## config.mk

```make
export PLATFORM = sky130hd
export DESIGN_NAME = mem_port_arbiter
export DESIGN_NICKNAME = d
export VERILOG_FILES = /design/src/rtl/mem_port_arbiter.sv
export SDC_FILE = /design/constraint.sdc
export NUM_CORES = 1
export LEC_CHECK = 0
export CORE_MARGIN = 4
export CORE_UTILIZATION = 40
export CTS_CLUSTER_SIZE = 30
export DETAILED_ROUTE_END_ITERATION = 10
export HOLD_SLACK_MARGIN = 0.1
export PLACE_DENSITY = 0.74
export SLEW_MARGIN = 5
export SYNTH_ARGS = -nofsm -noshare
export SYNTH_HDL_FRONTEND = slang
export SYNTH_SLANG_ARGS = --single-unit
```

## constraint.sdc

```tcl
create_clock -name clk -period 2.2 [get_ports clk]
set_input_delay 0.22 -clock clk [delete_from_list [all_inputs] [get_ports clk]]
set_output_delay 0.22 -clock clk [all_outputs]
set_load 0.05 [all_outputs]
```

## src/rtl/mem_port_arbiter.sv

```systemverilog
// mem_port_arbiter: shares one memory port between an instruction-fetch requester (if_*)
// and a data requester (d_*). One transaction is outstanding at a time. Data normally wins,
// but a waiting fetch is forced through after STARVE_MAX data grants made while it waited.
//
// Ports:
//   clk, reset                         single clock, synchronous active-high reset
//   if_req/if_addr -> if_rdata/if_rvalid            fetch request and response
//   d_req/d_we/d_addr/d_wdata -> d_rdata/d_rvalid   data request and response
//   mem_en/mem_we/mem_addr/mem_wdata, mem_rdata     shared memory port (MEM_LAT read latency)
//   stall_if, stall_mem                pipeline holds while a request is not yet answered
module mem_port_arbiter #(
    parameter int unsigned MEM_LAT    = 2,
    parameter int unsigned STARVE_MAX = 4
) (
    input  logic        clk,
    input  logic        reset,
    input  logic        if_req,
    input  logic [31:0] if_addr,
    output logic [31:0] if_rdata,
    output logic        if_rvalid,
    input  logic        d_req,
    input  logic        d_we,
    input  logic [31:0] d_addr,
    input  logic [31:0] d_wdata,
    output logic [31:0] d_rdata,
    output logic        d_rvalid,
    output logic        mem_en,
    output logic        mem_we,
    output logic [31:0] mem_addr,
    output logic [31:0] mem_wdata,
    input  logic [31:0] mem_rdata,
    output logic        stall_if,
    output logic        stall_mem
);

    localparam logic [1:0] IDLE    = 2'd0;
    localparam logic [1:0] BUSY_IF = 2'd1;
    localparam logic [1:0] BUSY_D  = 2'd2;

    localparam logic [2:0] LatInit   = 3'(MEM_LAT);
    localparam logic [2:0] StarveTop = 3'(STARVE_MAX);

    logic [1:0]  state_q, state_d;
    logic [2:0]  cnt_q, cnt_d;
    logic [2:0]  starve_q, starve_d;
    logic        lat_we_q, lat_we_d;
    logic [31:0] lat_addr_q, lat_addr_d;
    logic [31:0] lat_wdata_q, lat_wdata_d;
    logic [31:0] if_rdata_q, if_rdata_d;
    logic [31:0] d_rdata_q, d_rdata_d;

    logic grant_if, grant_d, issue, busy, done, if_done, d_done;

    always_comb begin
        busy     = (state_q == BUSY_IF) || (state_q == BUSY_D);
        grant_if = ~reset && (state_q == IDLE) && if_req && (~d_req || (starve_q == StarveTop));
        grant_d  = ~reset && (state_q == IDLE) && d_req && ~grant_if;
        issue    = grant_if || grant_d;
        // Counter holds MEM_LAT in cycle T+1, so it reads 1 in the completion cycle T+MEM_LAT.
        done     = ~reset && busy && (cnt_q == 3'd1);
        if_done  = done && (state_q == BUSY_IF);
        d_done   = done && (state_q == BUSY_D);
    end

    // Memory port drive: live requester values on the issue cycle, latched values while busy.
    always_comb begin
        mem_en    = issue;
        mem_we    = 1'b0;
        mem_addr  = 32'd0;
        mem_wdata = 32'd0;
        if (grant_d) begin
            mem_we    = d_we;
            mem_addr  = d_addr;
            mem_wdata = d_wdata;
        end else if (grant_if) begin
            mem_addr  = if_addr;
        end else if (busy) begin
            mem_we    = lat_we_q;
            mem_addr  = lat_addr_q;
            mem_wdata = lat_wdata_q;
        end
    end

    always_comb begin
        state_d     = state_q;
        cnt_d       = cnt_q;
        starve_d    = starve_q;
        lat_we_d    = lat_we_q;
        lat_addr_d  = lat_addr_q;
        lat_wdata_d = lat_wdata_q;
        if (issue) begin
            state_d     = grant_if ? BUSY_IF : BUSY_D;
            cnt_d       = LatInit;
            lat_we_d    = mem_we;
            lat_addr_d  = mem_addr;
            lat_wdata_d = mem_wdata;
            if (grant_if) begin
                starve_d = 3'd0;
            end else if (if_req && (starve_q < StarveTop)) begin
                starve_d = starve_q + 3'd1;
            end
        end else if (done) begin
            state_d = IDLE;
            cnt_d   = 3'd0;
        end else if (busy) begin
            cnt_d = cnt_q - 3'd1;
        end else begin
            // Covers IDLE with no request and the unused encoding.
            state_d = IDLE;
        end
    end

    // Response data: pass mem_rdata through on completion, then hold it in the register.
    always_comb begin
        if_rdata_d = if_done ? mem_rdata : if_rdata_q;
        d_rdata_d  = d_done ? (lat_we_q ? 32'd0 : mem_rdata) : d_rdata_q;
        if_rdata   = if_rdata_d;
        d_rdata    = d_rdata_d;
        if_rvalid  = if_done;
        d_rvalid   = d_done;
        stall_if   = if_req & ~if_rvalid;
        stall_mem  = d_req & ~d_rvalid;
    end

    always_ff @(posedge clk) begin
        if (reset) begin
            state_q     <= IDLE;
            cnt_q       <= 3'd0;
            starve_q    <= 3'd0;
            lat_we_q    <= 1'b0;
            lat_addr_q  <= 32'd0;
            lat_wdata_q <= 32'd0;
            if_rdata_q  <= 32'd0;
            d_rdata_q   <= 32'd0;
        end else begin
            state_q     <= state_d;
            cnt_q       <= cnt_d;
            starve_q    <= starve_d;
            lat_we_q    <= lat_we_d;
            lat_addr_q  <= lat_addr_d;
            lat_wdata_q <= lat_wdata_d;
            if_rdata_q  <= if_rdata_d;
            d_rdata_q   <= d_rdata_d;
        end
    end

endmodule

```

== Word level (Yosys, flattened, before mapping) ==
Index checks and enable logic that the tools add are counted.
Word-level totals
  flip-flop bits (word level): 137
Operators by class
  add/subtract/negate cells: 2
  order comparisons: 1
  eq/ne operators: 5
  mux-type cells: 21
  bitwise logic cells: 7
  reductions and logical operators: 18
Operator list (count)
  32-bit 2-to-1 mux: 9
  2-bit 2-to-1 mux: 7
  1-bit logical AND: 10
  3-bit 2-to-1 mux: 2
  1-bit inverter: 5
  3-bit by 1-bit adder with 3-bit output, second input constant: 1
  3-bit by 1-bit equality test with 1-bit output, second input constant: 1
  3-bit equality test, second input constant: 1
  1-bit logical OR: 3
  3-bit < comparator, second input constant: 1
  1-bit 2-to-1 mux: 3
  3-bit by 2-bit inequality test with 1-bit output, second input constant: 1
  3-bit nonzero test: 1
  3-bit OR reduction: 1
  3-bit by 1-bit subtractor with 3-bit output, second input constant: 1
  1-bit bitwise AND: 2
  2-bit by 1-bit equality test with 1-bit output, second input constant: 1
  2-bit equality test, second input constant: 1
  2-bit logical NOT: 1
  2-bit AND reduction: 1
  2-bit nonzero test: 1

== Depth between registers and ports, before layout ==
Gate-level depths: netlist of run 1.
  depth in word-level cells: 8
  gate-level depth with buffers: 9
  depth with buffers taken out: 6

== Worst setup path before layout of run 1 ==
Ideal clock, no wire load.
  path type: reg-to-output
  from: register state_q[0]
  to: output port if_rdata[22]
  arrival: 1.875 ns
  required time: 1.980 ns
  path slack: 0.105 ns
  cell stages (with the launch flop): 9
  path buffers: 3
  cell sequence: dfxtp_1 inv_1 ha_1 buf_2 and4bb_2 buf_2 buf_2 nand3_1 nand2_1
Between the ends
  cells in the longest elaborated chain, start to end: 6
  elaborated cells between the ends (all ways): 7
RTL lines
  from (decl): RTL line 43  | logic [1:0] state_q, state_d;
  from (signal assigned): RTL line 136  | state_q <= state_d;
  2-bit by 1-bit equality test with 1-bit output or 2-bit equality test (tied branches): RTL line 55, 61
  1-bit logical OR: RTL line 55  | busy = (state_q == BUSY_IF) || (state_q == BUSY_D);
  1-bit logical AND (2 in series): RTL line 60  | done = ~reset && busy && (cnt_q == 3'd1);
  1-bit logical AND (*): RTL line 61  | if_done = done && (state_q == BUSY_IF);
  32-bit 2-to-1 mux (*): RTL line 115  | if_rdata_d = if_done ? mem_rdata : if_rdata_q;
  to (decl): RTL line 19  | output logic [31:0] if_rdata,
Mark *: on every way between the ends. The rest lies on a longest branch, timed or not.

== Worst setup path in the final report of run 1 ==
  from: register state_q[1]
  to: output port d_rdata[24]
Between the ends
  cells in the longest elaborated chain, start to end: 6
  elaborated cells between the ends (all ways): 7
RTL lines
  2-bit by 1-bit equality test with 1-bit output or 2-bit equality test (tied branches): RTL line 55, 62
  1-bit logical OR: RTL line 55
  1-bit logical AND (2 in series): RTL line 60
  1-bit logical AND (*): RTL line 62  | d_done = done && (state_q == BUSY_D);
  32-bit 2-to-1 mux (*): RTL line 116  | d_rdata_d = d_done ? (lat_we_q ? 32'd0 : mem_rdata) : d_rdata_q;
  to (decl): RTL line 25  | output logic [31:0] d_rdata,
Marked as above.

==> parameters.txt, run 1 <==
Parameter                              Value

Detailed routing
  Via-per-instance ratio ... between 6 and 7
  Remaining DRCs ... 0
  Violation count after the first detailed-routing iteration ... around 610
  Post-DR wirelength/cell ... roughly 24 µm
  Final antenna-violating net count ... 0
  Total number of vias ... ~8,600
  Overall routed net length ... 33.2 mm
  DR pass1 iterations ... 5

Critical path
  FF-to-FF setup slack ... -0.10 ns
  Series of cell instances along the critical path ... inv_2 > ha_4 > and4bb_4 > buf_12 > clkbuf_16 > nand4b_1 > nand2_2 > buf_12
  Worst setup path category ... register to output port
  Critical R2R Capture ... d_rdata_q[3]$_SDFF_PP0_
  Crit path max fanout ... 7
  Cell type with the highest occurrence count on the critical path ... sky130_fd_sc_hd__buf_12
  Crit path required time ... ~2.0 ns
  Depth of the most critical reg-to-reg path ... 12
  CP arrival ... around 2.3 ns
  Startpoint class of the critical path ... register
  Largest incremental delay on the critical path ... about 0.33 ns
  Slowest stage cell, crit path ... sky130_fd_sc_hd__dfxtp_2
  Startpoint of the most critical register-to-register path ... state_q[1]$_SDFFE_PP0P_
  Critical path endpoint category ... output port

Worst hold path
  WHS Endpoint ... d_rdata_q[26]$_SDFF_PP0_
  Min-Delay Path Depth ... 2
  Worst Min Path Start ... reset
  Type of the tightest min-delay check ... input pin to register

Clock tree
  CTS Root Buffer Type ... sky130_fd_sc_hd__clkbuf_16
  Buffer depth of the longest clock path ... 2
  Sinks on the clock net ... 137
  Latest clock arrival within the worst-skew pair ... about 0.43 ns
  Clock-pin slew on the worst setup and hold paths ... approximately 0.06 ns
  Depth of the CTS H-tree ... 4
  TritonCTS clock tree ... yes
  Total CTS buffers ... 17

GRT
  GR met1 Demand/Resource ... ~32%
  First-pass GRT wire length ... between 40 and 50 mm
  Maximum number of pins on one net before global-route repair ... roughly 70
  Met3 demand-to-capacity share in global routing ... approximately 7.3%
  Met2 Usage GRT ... 46.1%
  Grt ovf ... 0
  GR Util All Layers ... 26.7%
  Peak-usage layer in the global routing report ... met2
  Number of global-route vias before repair ... 7,927
  Number of antenna violations at the first check in global routing ... 0

Logic synthesis
  Area fraction of the dominant cell type after synthesis ... between 30 and 40%
  Area of the mapped netlist ... roughly 7000 µm²
  Share of the yosys chip area belonging to registers ... between 30% and 40%
  Mapped Avg Cell Area ... a little over 8 µm²
  Compound-Gate Fraction of Synth Area ... ~30%
  Top cells by area in the synthesized netlist ... sky130_fd_sc_hd__dfxtp_1, sky130_fd_sc_hd__o21ai_0, sky130_fd_sc_hd__a21oi_1, sky130_fd_sc_hd__and3_1, sky130_fd_sc_hd__nand3_1
  Xor-xnor portion of the synthesized cell area ... less than 1%
  Combinational family with the most area after synthesis ... compound AO/OA/AOI/OAI gates
  Share of cell area taken by muxes after synthesis ... less than 1%
  Cells after Synth ... around 850
  Leading cell type by number of instances after synthesis ... sky130_fd_sc_hd__dfxtp_1
  YS warnings ... 0
  Simple-gate share of the synthesized area ... a little over a fifth
  Arithmetic-cell share of the synthesized area counting full adders, half adders and majority gates ... around 1.3%
  Synth Register Bits ... 137
  Fraction of registers with async set or reset after synthesis ... 0%
  Yosys cell types ... 42
  Post-synth top cells ... sky130_fd_sc_hd__dfxtp_1, sky130_fd_sc_hd__o21ai_0, sky130_fd_sc_hd__a21oi_1
  Post-synth top area cell ... sky130_fd_sc_hd__dfxtp_1
  Syn_nets ... a little under 1,000
  Top flip-flop cell by instance count after synthesis ... sky130_fd_sc_hd__dfxtp_1
  Number of synthesized flops with an enable pin ... 0

Placement
  DP Wirelength ... roughly 17 mm
  Placer's final routability congestion estimate ... 0.877
  Cell count after placement ... 1,282
  Worst setup slack before clock tree synthesis ... -0.0395 ns
  PortBufs ... 266

Power
  Maximum VDD drop ... around 0.55 mV
  Power Density ... around 540 nW/µm²
  Leakage power ... approximately 5.7 nW

STA
  Worst clock skew ... between 0.015 and 0.02 ns
  Headroom to the max-slew limit ... roughly 54%
  Highest clock rate ... around 0.40 GHz
  Setup slack of the critical path after layout ... -0.284 ns
  Number of pins with negative max-slew slack in the final report ... 0
  RSZ-0062 raised after global routing ... yes
  Transition time of the tightest slew-check pin ... around 0.69 ns
  Hold Violations, Final ... 0
  Post-route minimum period ... roughly 2.5 ns
  Share of the clock period used by the worst path ... 113%
  Final setup viols ... approximately 130

Layout
  Layout Cells excl Fill ... between 1,000 and 1,500
  Area growth from synthesis to final layout ... 105%
  Number of inserted diodes ... 0
  Nets@finish ... roughly 1,300
  Number of inserted filler cells in the final layout ... 921
  Fraction of layout instances using a drive strength above 1 ... about 46%
  Core utilization of the finished layout ... between 80% and 90%

Floorplan
  Die outline width ... 140 µm
  Height of the die ... 140 µm
  Boundary pin count ... 267
  Initial Util ... 40.6%
  Floorplan die area ... a little under 20,000 µm²
  FP Rows ... 48
  Core area ... 17,200 µm²

Flow run
  Max-capacitance violation count ... 0

Status
  Result of the run ... finished with violations
  Failing checks ... negative setup slack
[metrics by stage]
step | hold WS [ns] | total power, mW | TNS [ns] | instance area [µm²]
after floorplan | 0.368 | 3.46 | 0 | 6970
after global placement | 0.451 | 4.20 | 0 | 11100
after detailed placement | 0.454 | 4.22 | -0.229 | 11100
after CTS | 0.152 | 7.42 | -11.07 | 12700
after global routing | 0.188 | 7.90 | -23.75 | 14300
final | 0.174 | 7.71 | -14.60 | 14300
[worst max-delay path by stage]
stage                                  startpoint  depth (start not counted)      endpoint  slack, ns
after floorplan           state_q[0]$_SDFFE_PP0P_                          8  if_rdata[22]       0.10
after global placement                     if_req                          5  mem_addr[12]      0.009
after detailed placement                   if_req                          5  mem_addr[20]      -0.04
after CTS                 state_q[0]$_SDFFE_PP0P_                          9    d_rdata[9]      -0.15
after global routing      state_q[0]$_SDFFE_PP0P_                          8   d_rdata[24]      -0.39
final                     state_q[1]$_SDFFE_PP0P_                          8   d_rdata[24]      -0.28
[worst max-delay path, delay by kind of cell (launching register included)]
kind / cells / cell delay, ns
buf+inv: 4 / 0.56
flops: 1 / 0.33
fa+ha+maj: 1 / 0.27
simple gates: 3 / 0.69
[layer usage]
| metal | part of all wire, % | up-vias |
|---|---|---|
| met5 | 0 | - |
| li1 | - | 3807 |
| met1 | 37 | 4179 |
| met2 | 51 | 494 |
| met3 | 8.5 | 103 |
| met4 | 4.0 | 0 |
[cell usage in the layout (no fill, tap or decap), types with 26 or more instances in the layout]
master and n:
sky130_fd_sc_hd__a21oi_1 102, sky130_fd_sc_hd__a22o_4 29, sky130_fd_sc_hd__and3_4 33, sky130_fd_sc_hd__buf_12 142, sky130_fd_sc_hd__buf_4 73, sky130_fd_sc_hd__clkbuf_16 29, sky130_fd_sc_hd__clkdlybuf4s50_1 131, sky130_fd_sc_hd__dfxtp_1 135
sky130_fd_sc_hd__nand2_2 45, sky130_fd_sc_hd__nand3_1 35, sky130_fd_sc_hd__nand4b_1 32, sky130_fd_sc_hd__o21ai_0 47, sky130_fd_sc_hd__o21ai_1 26
[logic make-up after synthesis]
family | count (synthesis)
multiplexers | 1
buffers and inverters | 104
AO/OA/AOI/OAI | 330
adder cells (fa/ha/maj) | 7
XOR/XNOR | 1
AND/OR/NAND/NOR | 269
flip-flops | 137
[cell type report]
type                       count  area, µm²  area share [%]
sequential                   137       2750            19.2
tap                          225        282            1.97
clock inverter                12        200            1.40
timing repair buffer         390       5480            38.3
inverter                      11       46.3           0.324
multi-input combinational    609       5110            35.7
clock buffer                  19        433            3.03
[where the power goes]
group	switching [mW]	total, mW	internal, mW
registers	0.0596	2.64	2.58
clock network	1.16	3.16	2.01
logic	0.948	1.91	0.962
[state kept, by name, summed over array words and instances (netlist names)]
name	cells
cnt_q	3
d_rdata_q	32
if_rdata_q	32
lat_addr_q	32
lat_wdata_q	32
lat_we_q	1
starve_q	3
state_q	2
[what timing repair did]
item	in CTS	in global routing
pin swaps	91	91
endpoints found under the setup margin	134	133
cloned	9	19
buffers inserted	26	41
hold buffers	0	0
resized for setup	174	224
(Power assumes the default switching activity.)
==> run 2, diff against run 1 <==
--- a/config.mk
+++ b/config.mk
@@ -9,7 +9,7 @@
 export CORE_UTILIZATION = 40
 export CTS_CLUSTER_SIZE = 30
 export DETAILED_ROUTE_END_ITERATION = 10
-export HOLD_SLACK_MARGIN = 0.1
+export HOLD_SLACK_MARGIN = 0.12
 export PLACE_DENSITY = 0.74
 export SLEW_MARGIN = 5
 export SYNTH_ARGS = -nofsm -noshare
==> constraint.sdc (replaced) <==
create_clock -name clk -period 2.6 [get_ports clk]
set_input_delay 0.26 -clock clk [delete_from_list [all_inputs] [get_ports clk]]
set_output_delay 0.26 -clock clk [all_outputs]
set_load 0.05 [all_outputs]
==> run 2 against run 1 <==
The flow now finishes without violations. Total power shrank 20%. Final cell count shrank 6.4%. Non-clock buffer count shrank 90. Combinational power shrank 32%. Cell area shrank 18%. Clock skew shrank 0.0086 ns. Via count shrank 12%. Sequential power shrank 16%. Register-to-register slack gained 0.93 ns. Sequential share of layout area grew 4.2 points. Critical endpoint is now d_rdata[19]. Largest cell class unchanged. Largest power group unchanged. Highest routed layer unchanged.
==> parameters.txt, run 2 (synthesis results as in run 1) <==
Parameter                              Value

Status
  Result of the run ... finished, final reports clean

Clock tree
  CTS Root Buffer Type ... sky130_fd_sc_hd__clkbuf_16
  Buffer depth of the longest clock path ... 2 (unchanged)
  Clock-pin slew on the worst setup and hold paths ... 0.06 ns (about the same)
  Sinks on the clock net ... 137 (unchanged)
  TritonCTS clock tree ... yes
  Total CTS buffers ... 17 (unchanged)
  Depth of the CTS H-tree ... 4 (unchanged)
  Latest clock arrival within the worst-skew pair ... 0.42 ns (about the same)

Detailed routing
  Post-DR wirelength/cell ... 18.9 µm (-20%)
  Final antenna-violating net count ... 0 (unchanged)
  DR pass1 iterations ... 5 (unchanged)
  Overall routed net length ... 24.8 mm (-25%)
  Violation count after the first detailed-routing iteration ... 493 (-19%)
  Remaining DRCs ... 0 (unchanged)
  Via-per-instance ratio ... 5.75 (-6.0%)
  Total number of vias ... 7,554 (-12%)

Floorplan
  Die outline width ... 140 µm (unchanged)
  FP Rows ... 48 (unchanged)
  Initial Util ... 40.6% (unchanged)
  Height of the die ... 140 µm (unchanged)
  Boundary pin count ... 267 (unchanged)
  Core area ... 17,200 µm² (unchanged)
  Floorplan die area ... 19,600 µm² (unchanged)

Placement
  PortBufs ... 266 (unchanged)
  DP Wirelength ... 16.8 mm (-0.17%)
  Placer's final routability congestion estimate ... 0.873 (-0.38%)
  Cell count after placement ... 1,279 (-0.23%)

Critical path
  Series of cell instances along the critical path ... inv_1 > ha_4 > and4bb_4 > clkbuf_16 > nand4b_1 > nand2_1 > buf_12
  CP arrival ... 2.22 ns (-0.04 ns)
  Depth of the most critical reg-to-reg path ... 5 (-7)
  FF-to-FF setup slack ... 0.83 ns (+0.93 ns)
  Critical R2R Capture ... lat_addr_q[1]$_SDFFE_PP0P_
  Critical path endpoint category ... output port
  Startpoint of the most critical register-to-register path ... state_q[0]$_SDFFE_PP0P_
  Crit path max fanout ... 17 (+10)
  Startpoint class of the critical path ... register
  Largest incremental delay on the critical path ... 0.35 ns (+0.02 ns)
  Slowest stage cell, crit path ... sky130_fd_sc_hd__dfxtp_1
  Worst setup path category ... register to output port
  Crit path required time ... 2.34 ns (+0.36 ns)

STA
  Headroom to the max-slew limit ... 42.1% (-12 points)
  Final setup viols ... 0 (-100%)
  Post-route minimum period ... ~2.5 ns
  Number of pins with negative max-slew slack in the final report ... 0 (unchanged)
  Share of the clock period used by the worst path ... between 90% and 100%
  Post-Route Setup TNS ... 0 ns (+14.60 ns)
  RSZ-0062 raised after global routing ... no
  Transition time of the tightest slew-check pin ... 0.869 ns (+0.182 ns)
  Highest clock rate ... roughly 0.40 GHz
  Hold Violations, Final ... 0 (unchanged)
  Worst clock skew ... 0.00886 ns (-0.00865 ns)

Layout
  Fraction of layout instances using a drive strength above 1 ... 21.5% (-24 points)
  Layout Cells excl Fill ... 1,313 (-6.4%)
  Leading cell types in the layout, fill and taps excluded ... sky130_fd_sc_hd__dfxtp_1, sky130_fd_sc_hd__clkdlybuf4s50_1, sky130_fd_sc_hd__buf_12
  Area growth from synthesis to final layout ... 67.9%
  Number of inserted diodes ... 0 (unchanged)
  Leading cell type in the layout, fill and taps excluded ... sky130_fd_sc_hd__dfxtp_1
  Nets@finish ... 1,215 (-7.0%)

Power
  Leakage power ... 4.94 nW (-14%)
  Power Density ... 529 nW/µm² (-1.9%)
  Maximum VDD drop ... 0.476 mV (-14%)

GRT
  Grt ovf ... 0 (unchanged)
  Number of antenna violations at the first check in global routing ... 0 (unchanged)
  Maximum number of pins on one net before global-route repair ... 83 (+22%)
  Number of global-route vias before repair ... 7,385 (-6.8%)
  First-pass GRT wire length ... 39.4 mm (-7.4%)
  GR Util All Layers ... 24.5% (-2.2 points)

Worst hold path
  Worst Min Path Start ... reset
  WHS Endpoint ... lat_we_q$_SDFFE_PP0P_
  Min-Delay Path Depth ... 2 (unchanged)
  Type of the tightest min-delay check ... input pin to register

Flow run
  Max-capacitance violation count ... 0 (unchanged)
==> run 2: changes by cell type in the layout (fill, tap and decap cells not counted), moves of 23 or more <==
| cell | delta |
|---|---|
| sky130_fd_sc_hd__o21ai_0 | +60 |
| sky130_fd_sc_hd__buf_4 | -32 |
| sky130_fd_sc_hd__a22o_1 | +29 |
| sky130_fd_sc_hd__nand2_2 | -45 |
| sky130_fd_sc_hd__nand2_1 | +60 |
| sky130_fd_sc_hd__a22o_4 | -29 |
| sky130_fd_sc_hd__nand3_1 | +32 |
| sky130_fd_sc_hd__o21ai_2 | -23 |
| sky130_fd_sc_hd__o21ai_1 | -25 |
| sky130_fd_sc_hd__and3_4 | -33 |
| sky130_fd_sc_hd__and3_1 | +33 |
==> run 2: what timing repair did <==
action,CTS,global route
hold buffers,0,0
endpoints found under the setup margin,95,24
cloned,1,1
setup buffers,0,0
pin swaps,1,0
gates resized for setup,4,4
==> run 2: through the flow <==
step	utilization [%]	hold WS (ns)	setup WS (ns)	instance area [µm²]	total power, mW
CTS	67.9	0.208	0.0787	11700	6.23
detailed placement	63.9	0.459	0.214	11000	3.56
floorplan	-	0.408	0.465	6970	2.93
global placement	63.9	0.450	0.237	11000	3.54
finish	68.1	0.222	0.122	11700	6.19
global route	68.1	0.226	0.00101	11700	6.39
==> run 2: critical path: cells and delay by family, from the launching register on <==
kind          cells  cell delay [ns]
simple gates      3             0.65
buf+inv           3             0.47
flops             1             0.35
fa+ha+maj         1             0.33
==> run 2: final cells by class <==
class	instances	area, µm²
Sequential cell	137	2740
Timing Repair Buffer	300	4190
Clock inverter	14	221
Fill cell	1401	5480
Multi-Input combinational cell	608	3800
Inverter	11	41.3
Clock buffer	18	429
Tap cell	225	282
==> run 2: where the power goes <==
part | total, mW | internal [mW] | switching (mW) | leakage (nW)
registers | 2.23 | 2.18 | 0.0442 | 1.12
logic | 1.29 | 0.626 | 0.668 | 3.52
clock network | 2.67 | 1.71 | 0.960 | 0.307
total | 6.19 | 4.52 | 1.67 | 4.94
==> run 2: worst max-delay path by stage <==
stage | cells after the start | startpoint | slack, ns | to
floorplan | 8 | state_q[0]$_SDFFE_PP0P_ | 0.46 | if_rdata[22]
global placement | 5 | d_req | 0.24 | mem_addr[12]
detailed placement | 5 | if_req | 0.21 | mem_addr[12]
CTS | 7 | state_q[0]$_SDFFE_PP0P_ | 0.08 | d_rdata[16]
global route | 6 | state_q[0]$_SDFFE_PP0P_ | 0.001 | mem_addr[24]
finish | 7 | state_q[0]$_SDFFE_PP0P_ | 0.12 | d_rdata[19]
==> run 2: metal layers <==
metal  track usage [%]  wire length, µm
met1              30.3             9950
met5                 0                0
met2              41.2            12200
met3              7.61             2160
met4              7.39              478
==> run 3, diff against run 2 <==
--- a/config.mk
+++ b/config.mk
@@ -5,12 +5,14 @@
 export SDC_FILE = /design/constraint.sdc
 export NUM_CORES = 1
 export LEC_CHECK = 0
+export CAP_MARGIN = 20
 export CORE_MARGIN = 4
 export CORE_UTILIZATION = 40
 export CTS_CLUSTER_SIZE = 30
 export DETAILED_ROUTE_END_ITERATION = 10
 export HOLD_SLACK_MARGIN = 0.12
 export PLACE_DENSITY = 0.74
+export RECOVER_POWER = 100
 export SLEW_MARGIN = 5
 export SYNTH_ARGS = -nofsm -noshare
 export SYNTH_HDL_FRONTEND = slang
==> run 3 against run 2 <==
Total power is 1.8% lower. Cell area fell by 8.7%. Critical path depth unchanged. Critical endpoint is now d_rdata[20]. Largest power group unchanged.
==> parameters.txt, run 3 (synthesis results as in run 1) <==
Parameter                              Value

STA
  Final setup viols ... 0 (unchanged)
  Headroom to the max-slew limit ... 41.7% (-0.38 points)
  Transition time of the tightest slew-check pin ... 0.875 ns (+0.00566 ns)
  Hold Violations, Final ... 0 (unchanged)
  RSZ-0062 raised after global routing ... no
  Number of pins with negative max-slew slack in the final report ... 0 (unchanged)
  Hold Worst Slack ... 0.226 ns (+0.00406 ns)
  Post-route minimum period ... 2.49 ns (+0.00971 ns)
  Highest clock rate ... 0.402 GHz (-0.39%)
  Post-Route Setup TNS ... 0 ns (unchanged)
  Share of the clock period used by the worst path ... 95.7% (+0.37 points)
  Worst clock skew ... 0.00859 ns (-0.000270 ns)

Floorplan
  Core area ... 17,200 µm² (unchanged)
  Initial Util ... 40.6% (unchanged)
  Die outline width ... 140 µm (unchanged)
  Floorplan die area ... 19,600 µm² (unchanged)
  Height of the die ... 140 µm (unchanged)
  Boundary pin count ... 267 (unchanged)
  FP Rows ... 48 (unchanged)

Critical path
  Depth of the most critical reg-to-reg path ... 7 (+2)
  FF-to-FF setup slack ... 0.61 ns (-0.22 ns)
  Startpoint of the most critical register-to-register path ... state_q[0]$_SDFFE_PP0P_
  CP arrival ... 2.23 ns (about the same)
  Worst Setup SP ... state_q[0]$_SDFFE_PP0P_
  Family with the most delay on the worst path ... simple AND/OR/NAND/NOR gates
  Crit path required time ... 2.34 ns (about the same)
  Critical R2R Capture ... lat_we_q$_SDFFE_PP0P_
  CP Buf/Inv Count ... 3 (unchanged)
  Critical path endpoint category ... output port
  Startpoint class of the critical path ... register
  Crit path max fanout ... 17 (unchanged)
  Worst setup path category ... register to output port
  Largest incremental delay on the critical path ... 0.35 ns (about the same)
  Series of cell instances along the critical path ... inv_1 > ha_4 > and4bb_4 > clkbuf_16 > nand4b_1 > nand2_1 > clkbuf_4
  Slowest stage cell, crit path ... sky130_fd_sc_hd__dfxtp_1

Clock tree
  Clock-pin slew on the worst setup and hold paths ... 0.06 ns (about the same)
  Sinks on the clock net ... 137 (unchanged)
  Total CTS buffers ... 17 (unchanged)
  Depth of the CTS H-tree ... 4 (unchanged)
  TritonCTS clock tree ... yes
  Latest clock arrival within the worst-skew pair ... 0.42 ns (about the same)
  CTS Root Buffer Type ... sky130_fd_sc_hd__clkbuf_16
  Buffer depth of the longest clock path ... 2 (unchanged)

Layout
  Area growth from synthesis to final layout ... 53.3%
  Leading cell type in the layout, fill and taps excluded ... sky130_fd_sc_hd__dfxtp_1
  Multi-input gate area in the final layout ... 3790 µm² (about the same)
  Leading cell types in the layout, fill and taps excluded ... sky130_fd_sc_hd__dfxtp_1, sky130_fd_sc_hd__clkdlybuf4s50_1, sky130_fd_sc_hd__o21ai_0
  Fraction of layout instances using a drive strength above 1 ... 21.1% (-0.37 points)
  Register cell area after layout ... 2740 µm² (unchanged)
  Nets@finish ... 1,215 (unchanged)
  Layout Cells excl Fill ... 1,313 (unchanged)
  Number of inserted diodes ... 0 (unchanged)
  Post-route cell area ... 10,700 µm² (-8.7%)
  Number of inserted filler cells in the final layout ... 1,531 (+9.3%)

GRT
  First-pass GRT wire length ... 39.4 mm (unchanged)
  Grt ovf ... 0 (unchanged)
  Number of antenna violations at the first check in global routing ... 0 (unchanged)
  GR Util All Layers ... 24.5% (unchanged)
  Peak-usage layer in the global routing report ... met2
  Number of global-route vias before repair ... 7,385 (unchanged)
  Met2 Usage GRT ... 41.2% (unchanged)
  Maximum number of pins on one net before global-route repair ... 83 (unchanged)
  Met3 demand-to-capacity share in global routing ... 7.61% (unchanged)
  GR met1 Demand/Resource ... 30.3% (unchanged)

Power
  Leakage power ... 4.67 nW (-5.4%)
  Maximum VDD drop ... 0.472 mV (-1.0%)
  Total power ... 6.08 mW (-1.8%)
  Power Density ... 569 nW/µm² (+7.6%)

Detailed routing
  Remaining DRCs ... 0 (unchanged)
  Final antenna-violating net count ... 0 (unchanged)
  Via-per-instance ratio ... 5.73 (-0.33%)
  Violation count after the first detailed-routing iteration ... 553 (+12%)
  Overall routed net length ... 25.1 mm (+0.94%)
  DR pass1 iterations ... 5 (unchanged)
  Total number of vias ... 7,529 (-0.33%)
  Post-DR wirelength/cell ... 19.1 µm (+0.94%)

Flow run
  Max-capacitance violation count ... 0 (unchanged)

Worst hold path
  WHS Endpoint ... lat_we_q$_SDFFE_PP0P_
  Min-Delay Path Depth ... 2 (unchanged)
  Type of the tightest min-delay check ... input pin to register
  Worst Min Path Start ... reset

Status
  Result of the run ... finished, final reports clean

Placement
  Placer's final routability congestion estimate ... 0.873 (unchanged)
  Cell count after placement ... 1,279 (unchanged)
  PortBufs ... 266 (unchanged)
  DP Wirelength ... 16.8 mm (unchanged)
  Placed cell areas ... 11,000 µm² (unchanged)
## run 3: cell types whose count changed in the layout (fill, tap and decap cells not counted), sizes merged
cell / previous run / this run
buf: 168 / 106
clkbuf: 19 / 81
## run 3: what timing repair did
| action | CTS | global route |
|---|---|---|
| setup buffers | 0 | 0 |
| gates resized for setup | 4 | 4 |
| gates cloned | 1 | 1 |
| pin swaps | 1 | 0 |
| hold buffers | 0 | 0 |
| setup endpoints to repair | 95 | 24 |
## run 3: how the worst max path moves through the flow
stage | to | depth (start not counted)
finish | d_rdata[20] | 7
global route | mem_addr[24] | 6
CTS | d_rdata[16] | 7
detailed placement | mem_addr[12] | 5
global placement | mem_addr[12] | 5
floorplan | if_rdata[22] | 8
## run 3: power by group
group	switching (mW)	internal [mW]
clock	0.956	1.71
sequential	0.0442	2.18
combinational	0.650	0.539
total	1.65	4.43
## run 3: final cells by class
class	instances	area share (%)
well taps	225	2.63
clock buffers	18	4.02
clock inverters	14	2.07
flip-flops and latches	137	25.7
repair buffers	300	29.7
multi-input cells	608	35.5
inverters	11	0.386
## run 3: routing by layer
layer / wire, µm / vias to the layer above
met5: 0 / -
met4: 430 / 0
met3: 2090 / 36
met2: 12300 / 303
met1: 10300 / 3596
li1: - / 3594
## run 3: through the flow
stage	setup WS [ns]	util, %
3_3_place_gp	0.237	63.9
3_5_place_dp	0.214	63.9
5_1_grt	0.00156	62.2
2_1_floorplan	0.465	-
4_1_cts	0.0787	67.9
6_report	0.112	62.2
